$ cat config.mk
export PLATFORM = sky130hd
export DESIGN_NAME = instr_sequencer
export DESIGN_NICKNAME = d
export VERILOG_FILES = /design/src/rtl/instr_sequencer.sv
export SDC_FILE = /design/constraint.sdc
export NUM_CORES = 1
export LEC_CHECK = 0
export CORE_MARGIN = 10
export CORE_UTILIZATION = 25
export CTS_CLUSTER_DIAMETER = 40
export DETAILED_ROUTE_END_ITERATION = 6
export PLACE_DENSITY = 0.55
export SKIP_LAST_GASP = 1
export SLEW_MARGIN = 30
export SYNTH_ARGS = -nofsm -noshare
export SYNTH_HDL_FRONTEND = slang
export SYNTH_SLANG_ARGS = --single-unit
$ cat constraint.sdc
create_clock -name clk -period 2.5 [get_ports clk]
set_input_delay 0.25 -clock clk [delete_from_list [all_inputs] [get_ports clk]]
set_output_delay 0.25 -clock clk [all_outputs]
set_load 0.02 [all_outputs]
$ cat src/rtl/instr_sequencer.sv
// instr_sequencer: multi-cycle control FSM for the 32-bit instruction core.
// Sequences FETCH -> WAIT_MEM -> EXEC -> DELAY -> NEXT, owns the program
// counter, the instruction register and the retired-instruction counter,
// and applies the datapath's jump/halt decisions at the end of each
// instruction. run/step/restart give the host run and single-step control.
module instr_sequencer #(
    parameter int PC_W       = 4,
    parameter int EXEC_DELAY = 4,
    parameter int CNT_W      = 16
) (
    input  logic             clk,
    input  logic             rst_n,
    input  logic             run,
    input  logic             step,
    input  logic             restart,
    output logic             imem_rd_en,
    output logic [PC_W-1:0]  imem_addr,
    input  logic [31:0]      imem_rdata,
    output logic [31:0]      ir,
    output logic             exec_valid,
    input  logic             exec_ready,
    input  logic             jmp_taken,
    input  logic             halt_req,
    output logic [PC_W-1:0]  pc,
    output logic             halted,
    output logic             busy,
    output logic [CNT_W-1:0] retired
);

    typedef enum logic [2:0] {
        S_IDLE     = 3'd0,
        S_FETCH    = 3'd1,
        S_WAIT_MEM = 3'd2,
        S_EXEC     = 3'd3,
        S_DELAY    = 3'd4,
        S_NEXT     = 3'd5,
        S_HALT     = 3'd6
    } state_t;

    // Delay counter sized for the configured delay; at least one bit so the
    // EXEC_DELAY=0 build still elaborates (the counter is then never used).
    localparam int DLY_W = (EXEC_DELAY > 1) ? $clog2(EXEC_DELAY) : 1;
    localparam logic [DLY_W-1:0] DLY_LAST = DLY_W'((EXEC_DELAY > 0) ? EXEC_DELAY - 1 : 0);
    localparam logic [CNT_W-1:0] CNT_MAX  = {CNT_W{1'b1}};

    state_t           state_r;
    state_t           state_s;
    logic [DLY_W-1:0] dly_cnt_r;
    logic             jmp_r;
    logic             halt_r;
    logic [PC_W-1:0]  pc_r;
    logic [31:0]      ir_r;
    logic [CNT_W-1:0] retired_r;

    logic             imem_rd_en_s;
    logic             exec_valid_s;
    logic             busy_s;
    logic             halted_s;

    // State register; reset aborts any instruction in flight.
    always_ff @(posedge clk or negedge rst_n) begin
        if (!rst_n) begin
            state_r <= S_IDLE;
        end else begin
            state_r <= state_s;
        end
    end

    // Next-state decode.
    always_comb begin
        state_s = state_r;
        case (state_r)
            S_IDLE: begin
                if (restart) begin
                    state_s = S_IDLE;
                end else if (run || step) begin
                    state_s = S_FETCH;
                end else begin
                    state_s = S_IDLE;
                end
            end
            S_FETCH: begin
                state_s = S_WAIT_MEM;
            end
            S_WAIT_MEM: begin
                state_s = S_EXEC;
            end
            S_EXEC: begin
                if (!exec_ready) begin
                    state_s = S_EXEC;
                end else if (EXEC_DELAY == 0) begin
                    state_s = S_NEXT;
                end else begin
                    state_s = S_DELAY;
                end
            end
            S_DELAY: begin
                if (dly_cnt_r == DLY_LAST) begin
                    state_s = S_NEXT;
                end else begin
                    state_s = S_DELAY;
                end
            end
            S_NEXT: begin
                if (halt_r) begin
                    state_s = S_HALT;
                end else if (run) begin
                    state_s = S_FETCH;
                end else begin
                    state_s = S_IDLE;
                end
            end
            S_HALT: begin
                if (restart) begin
                    state_s = S_IDLE;
                end else begin
                    state_s = S_HALT;
                end
            end
            default: begin
                state_s = S_IDLE;
            end
        endcase
    end

    // Strobes decoded straight from the state register.
    always_comb begin
        imem_rd_en_s = 1'b0;
        exec_valid_s = 1'b0;
        busy_s       = 1'b1;
        halted_s     = 1'b0;
        case (state_r)
            S_IDLE: begin
                busy_s = 1'b0;
            end
            S_FETCH: begin
                imem_rd_en_s = 1'b1;
            end
            S_EXEC: begin
                exec_valid_s = 1'b1;
            end
            S_HALT: begin
                busy_s   = 1'b0;
                halted_s = 1'b1;
            end
            default: begin
                busy_s = 1'b1;
            end
        endcase
    end

    // Handshake capture of jump/halt decisions and the DELAY cycle counter.
    always_ff @(posedge clk or negedge rst_n) begin
        if (!rst_n) begin
            jmp_r     <= 1'b0;
            halt_r    <= 1'b0;
            dly_cnt_r <= '0;
        end else begin
            case (state_r)
                S_EXEC: begin
                    if (exec_ready) begin
                        jmp_r     <= jmp_taken;
                        halt_r    <= halt_req;
                        dly_cnt_r <= '0;
                    end
                end
                S_DELAY: begin
                    dly_cnt_r <= dly_cnt_r + DLY_W'(1);
                end
                default: begin
                    dly_cnt_r <= dly_cnt_r;
                end
            endcase
        end
    end

    // Architectural state: program counter, instruction register, retire count.
    always_ff @(posedge clk or negedge rst_n) begin
        if (!rst_n) begin
            pc_r      <= '0;
            ir_r      <= 32'h0000_0000;
            retired_r <= '0;
        end else begin
            case (state_r)
                S_IDLE, S_HALT: begin
                    if (restart) begin
                        pc_r <= '0;
                    end
                end
                S_WAIT_MEM: begin
                    ir_r <= imem_rdata;
                end
                S_NEXT: begin
                    if (retired_r != CNT_MAX) begin
                        retired_r <= retired_r + CNT_W'(1);
                    end
                    // A halt leaves pc on the halt instruction; halt beats jump.
                    if (halt_r) begin
                        pc_r <= pc_r;
                    end else if (jmp_r) begin
                        pc_r <= ir_r[PC_W-1:0];
                    end else begin
                        pc_r <= pc_r + PC_W'(1);
                    end
                end
                default: begin
                    pc_r <= pc_r;
                end
            endcase
        end
    end

    assign imem_rd_en = imem_rd_en_s;
    assign exec_valid = exec_valid_s;
    assign busy       = busy_s;
    assign halted     = halted_s;
    assign imem_addr  = pc_r;
    assign pc         = pc_r;
    assign ir         = ir_r;
    assign retired    = retired_r;

endmodule

Word-level counts from Yosys, hierarchy flattened
Index checks and enable logic that the tools add are counted.
- register bits after elaboration: 59
- output and inout port bits: 60
- logic and storage cells: 48
- $add $sub $neg: 3
- equality and inequality tests: 11
- muxes and demuxes: 18
- reduce and logical (&&, ||, !) cells: 9
- operator list (cell ; number):
    one-hot mux 3 bit (7 select lines) ; 1
    adder 16 x 1 -> 16 bit, second input constant ; 1
    != test 16 bit, second input constant ; 1
    two-way mux 4 bit ; 3
    == test 3 bit, second input constant ; 3
    two-way mux 3 bit ; 3
    two-way mux 1 bit ; 8
    one-hot mux 4 bit (2 select lines) ; 1
    == test 3 x 2 -> 1 bit, second input constant ; 2
    AND reduction 2 bit ; 3
    adder 4 x 1 -> 4 bit, second input constant ; 1
    != test 2 bit, second input constant ; 2
    one-hot mux 2 bit (2 select lines) ; 1
    nonzero test 2 bit ; 2
    == test 3 x 1 -> 1 bit, second input constant ; 1
    logical NOT 3 bit ; 1
    AND reduction 3 bit ; 1
    adder 2 x 1 -> 2 bit, second input constant ; 1
    == test 2 bit, second input constant ; 1
    two-way mux 2 bit ; 1
    != test 2 x 1 -> 1 bit, second input constant ; 1
    OR reduction 2 bit ; 1
    logical OR 1 bit ; 1

Longest topological paths before layout
- word-level depth: 4
- mapped depth: 5
- depth with buffers taken out: 5

Worst setup path after synthesis
OpenSTA, ideal clock, no wires.
- path kind: reg-to-reg
- from: register retired_r[0] (netlist: retired[0])
- to: register retired_r[1] (netlist: retired[1])
- setup time: 0.125 ns
- arrival time: 1.751 ns
- path slack: 0.623 ns
- stages on the path, launching flop included: 6
- buffers on the path: 0
- cells stage by stage: dfrtp_1 ha_1 nand4_2 nor4_4 nor2_2 mux2_4
- longest elaborated chain between the ends: 2
- RTL lines (element ; line ; text):
    start, declared ; 53 ; logic [CNT_W-1:0] retired_r;
    start signal, assigned ; 195 ; retired_r <= retired_r + CNT_W'(1);
    parallel branches: the longest is 2 deep, another holds adder 16 x 1 -> 16 bit ; n/a ;
Several ways; the timed one is not identified.
A chain may end at the register's enable or synchronous reset.

Worst setup path in the final report
- from: register state_r[2]
- to: output busy
- longest elaborated chain between the ends: 3
- RTL lines (element ; line ; text):
    start, declared ; 46 ; state_t state_r;
    start signal, assigned ; 65 ; state_r <= state_s;
    == test 3 bit or logical NOT 3 bit (tied branches) ; 132 ; case (state_r)
    OR reduction 2 bit (no source line) * ; n/a ;
    two-way mux 1 bit * ; 132 ;
    end, declared ; 26 ; output logic busy,
Every way passes the cells marked *; elsewhere a longest branch is shown, timed or not.

==> flow_summary.json <==
{
  "min_period_ns": 2.26,
  "post_cts_resized": 0,
  "critPathSlowestCell": "dfrtp_1",
  "grt_pass1_wl_microns": 11600,
  "vdd_drop_max_uv": 495,
  "end_kind": "output port",
  "sw_frac_of_total_pct": 35.7,
  "fin_skew_ns": 0.00791,
  "dp_cells": 449,
  "drive_above_1_share_pct": 18.5,
  "path_clk_slew_ns": 0.06,
  "synth.ff_latch_count": 59,
  "status": "completed",
  "cts_tree": "done",
  "area_growth_pct": 48.2,
  "slowest_delay_ns": 0.59,
  "die_area_sq_um": 15500,
  "drc": 0,
  "first_pass_iters": 4,
  "fin_util_pct": 37.6,
  "rsz0062_at_grt": "no",
  "antenna_found_initial": 0,
  "worstSkewPairLatency_ns": 0.32,
  "post-route-period-util_pct": 90.2,
  "synthFlopType": "dfrtp_1",
  "hold_path_class": "in2async",
  "coreArea_sq_um": 10700,
  "critical_path.max_fanout": 14,
  "postCtsHoldBufs": 0,
  "gp_congestion": 0.767,
  "p_total_w": 0.00461,
  "drt-initial-drc-count": 85,
  "layout_common_cells": "98 x clkdlybuf4s50_1, 59 x dfrtp_1, 35 x mux2_2",
  "slew_headroom_pct": 49.0,
  "crit_family": "flip-flops",
  "cts_buffer_depth": 2,
  "cts_inserted_buffers": 9,
  "avgSynthCellArea_sq_um": 12.3,
  "path_buf_inv": 1,
  "io_buffers": 99,
  "synthDistinctLibCells": 43,
  "async_flop_share_pct": 100,
  "syn_nets": 264,
  "netlist_area_sq_um": 2720,
  "power.share.clock_pct": 18.8,
  "grt_start_max_net_pins": 60,
  "clock-root-buffer": "clkbuf_8",
  "avgViaCountPerCell": 4.45,
  "cts_max_level": 3,
  "ant_nets": 0,
  "io_pins": 100,
  "grt_pass1_vias": 2185,
  "postPlaceCellArea_sq_um": 3840,
  "routed_wl_microns": 7020,
  "final_max_slew_viol_count": 0,
  "worst_pin_slew_ns": 0.766,
  "finalNetCount": 363,
  "num_rows": 38,
  "start_kind": "flop",
  "gr-usage-all-layers_pct": 9.06,
  "tns_ns": 0,
  "cap_violations": 0,
  "p_seq_share_pct": 35.1,
  "crit_chain": "nor2b_1, or3_1, clkdlybuf4s50_1",
  "synth_edf_count": 0,
  "seq_area_frac_synth_pct": 54.2,
  "worstSetupPathType": "reg2out",
  "setup_violations": 0,
  "vias": 2063,
  "fmax_ghz": 0.443,
  "wl_per_cell_microns": 15.1,
  "power.density_nw_per_um2": 1140,
  "final_cells": 464,
  "start_util_pct": 25.3,
  "grt_overflow_total": 0,
  "p_comb_share_pct": 46.1,
  "syn_inst": 221,
  "finalHoldViolations": 0,
  "final_common_cell": "clkdlybuf4s50_1",
  "yosysWarnings": 0,
  "clock_sinks": 59,
  "fin_area_sq_um": 4040,
  "p_leak_nw": 1.68,
  "p_sw_w": 0.00164,
  "arrival_ns": 2.01,
  "hpwl_microns": 5320,
  "die_y_microns": 124,
  "p_int_w": 0.00297,
  "diodes": 0,
  "required_ns": 2.25,
  "fp.dieW_microns": 124,
  "postCtsSetupRepairBufs": 0
}
==> per-layer routing <==
metal | wire, microns | share of wire (%) | track usage (%)
met4 | 91 | 1.3 | 3.08
met1 | 3180 | 45 | 10.8
met2 | 3310 | 47 | 14.5
met3 | 446 | 6.4 | 3.57
met5 | 0 | 0 | 0
==> sequential cells by signal (all words and copies together) (netlist names) <==
name       cells
state_r        3
dly_cnt_r      2
retired       16
ir            32
jmp_r          1
imem_addr      4
halt_r         1
==> cell usage after synthesis, types with 4 or more instances <==
cell type	count	share of area (%)
a21oi_1	7	1.3
nand3_1	9	1.7
nand4_1	5	1.1
o21ai_0	8	1.5
nor2_1	10	1.4
mux2_2	35	14
buf_2	4	0.74
buf_4	4	1.1
a22o_1	4	1.3
dfrtp_1	59	54
clkbuf_1	5	0.69
xor2_1	9	2.9
nor3_1	5	0.92
nor2b_1	4	0.92
nand2_1	8	1.1
==> kinds of logic after synthesis <==
logic type	count (synthesis)	synth area share, %
buf+inv	17	3.08
mux	37	15.4
compound gates	29	6.99
xor+xnor	12	3.86
simple gates	64	15.0
fa+ha+maj	3	1.38
flops	59	54.2
==> worst register-to-register path: stages, from the launching register on <==
cell and delay [ns]:
dfrtp_1 0.63, nand3b_1 0.34, nor4_4 0.45, nand4_1 0.14, mux2_2 0.28
==> path summary, 6_finish.rpt <==
check	from	end	slack, ns	cells past startpoint
max in group asynchronous	rst_n	state_r[0]$_DFF_PN0_	1.91	2
worst max-delay path	state_r[2]$_DFF_PN0_	busy	0.24	3
worst min-delay path	rst_n	retired[12]$_DFFE_PN0P_	0.06	2
worst min register to register	ir[25]$_DFFE_PN0P_	ir[25]$_DFFE_PN0P_	0.50	1
min in group clk	ir[25]$_DFFE_PN0P_	ir[25]$_DFFE_PN0P_	0.50	1
worst max register to register	state_r[0]$_DFF_PN0_	retired[15]$_DFFE_PN0P_	0.55	4
==> area by class of cell <==
class	instances	area (sq um)
timing repair buffer	102	1010
sequential	59	1480
multi-input combinational	145	1170
fill	1105	6710
inverter	3	11.3
clock inverter	2	35.0
tap	140	175
clock buffer	13	159
==> per-stage QoR <==
| stage | worst slack [ns] | hold slack [ns] |
|---|---|---|
| finish | 0.245 | 0.0601 |
| detailed placement | 0.541 | 0.464 |
| global route | 0.124 | 0.144 |
| floorplan | 0.623 | -0.0456 |
| CTS | 0.232 | 0.102 |
| global placement | 0.570 | 0.474 |
==> power by group through the flow <==
stage | clock network, W | registers (W) | logic (W)
floorplan | 0 | 0.00191 | 0.000913
global placement | 0 | 0.00162 | 0.00215
detailed placement | 0 | 0.00164 | 0.00217
CTS | 0.000908 | 0.00162 | 0.00218
global route | 0.000955 | 0.00168 | 0.00228
finish | 0.000868 | 0.00162 | 0.00212
No activity file was read; power rests on OpenSTA's default activity.
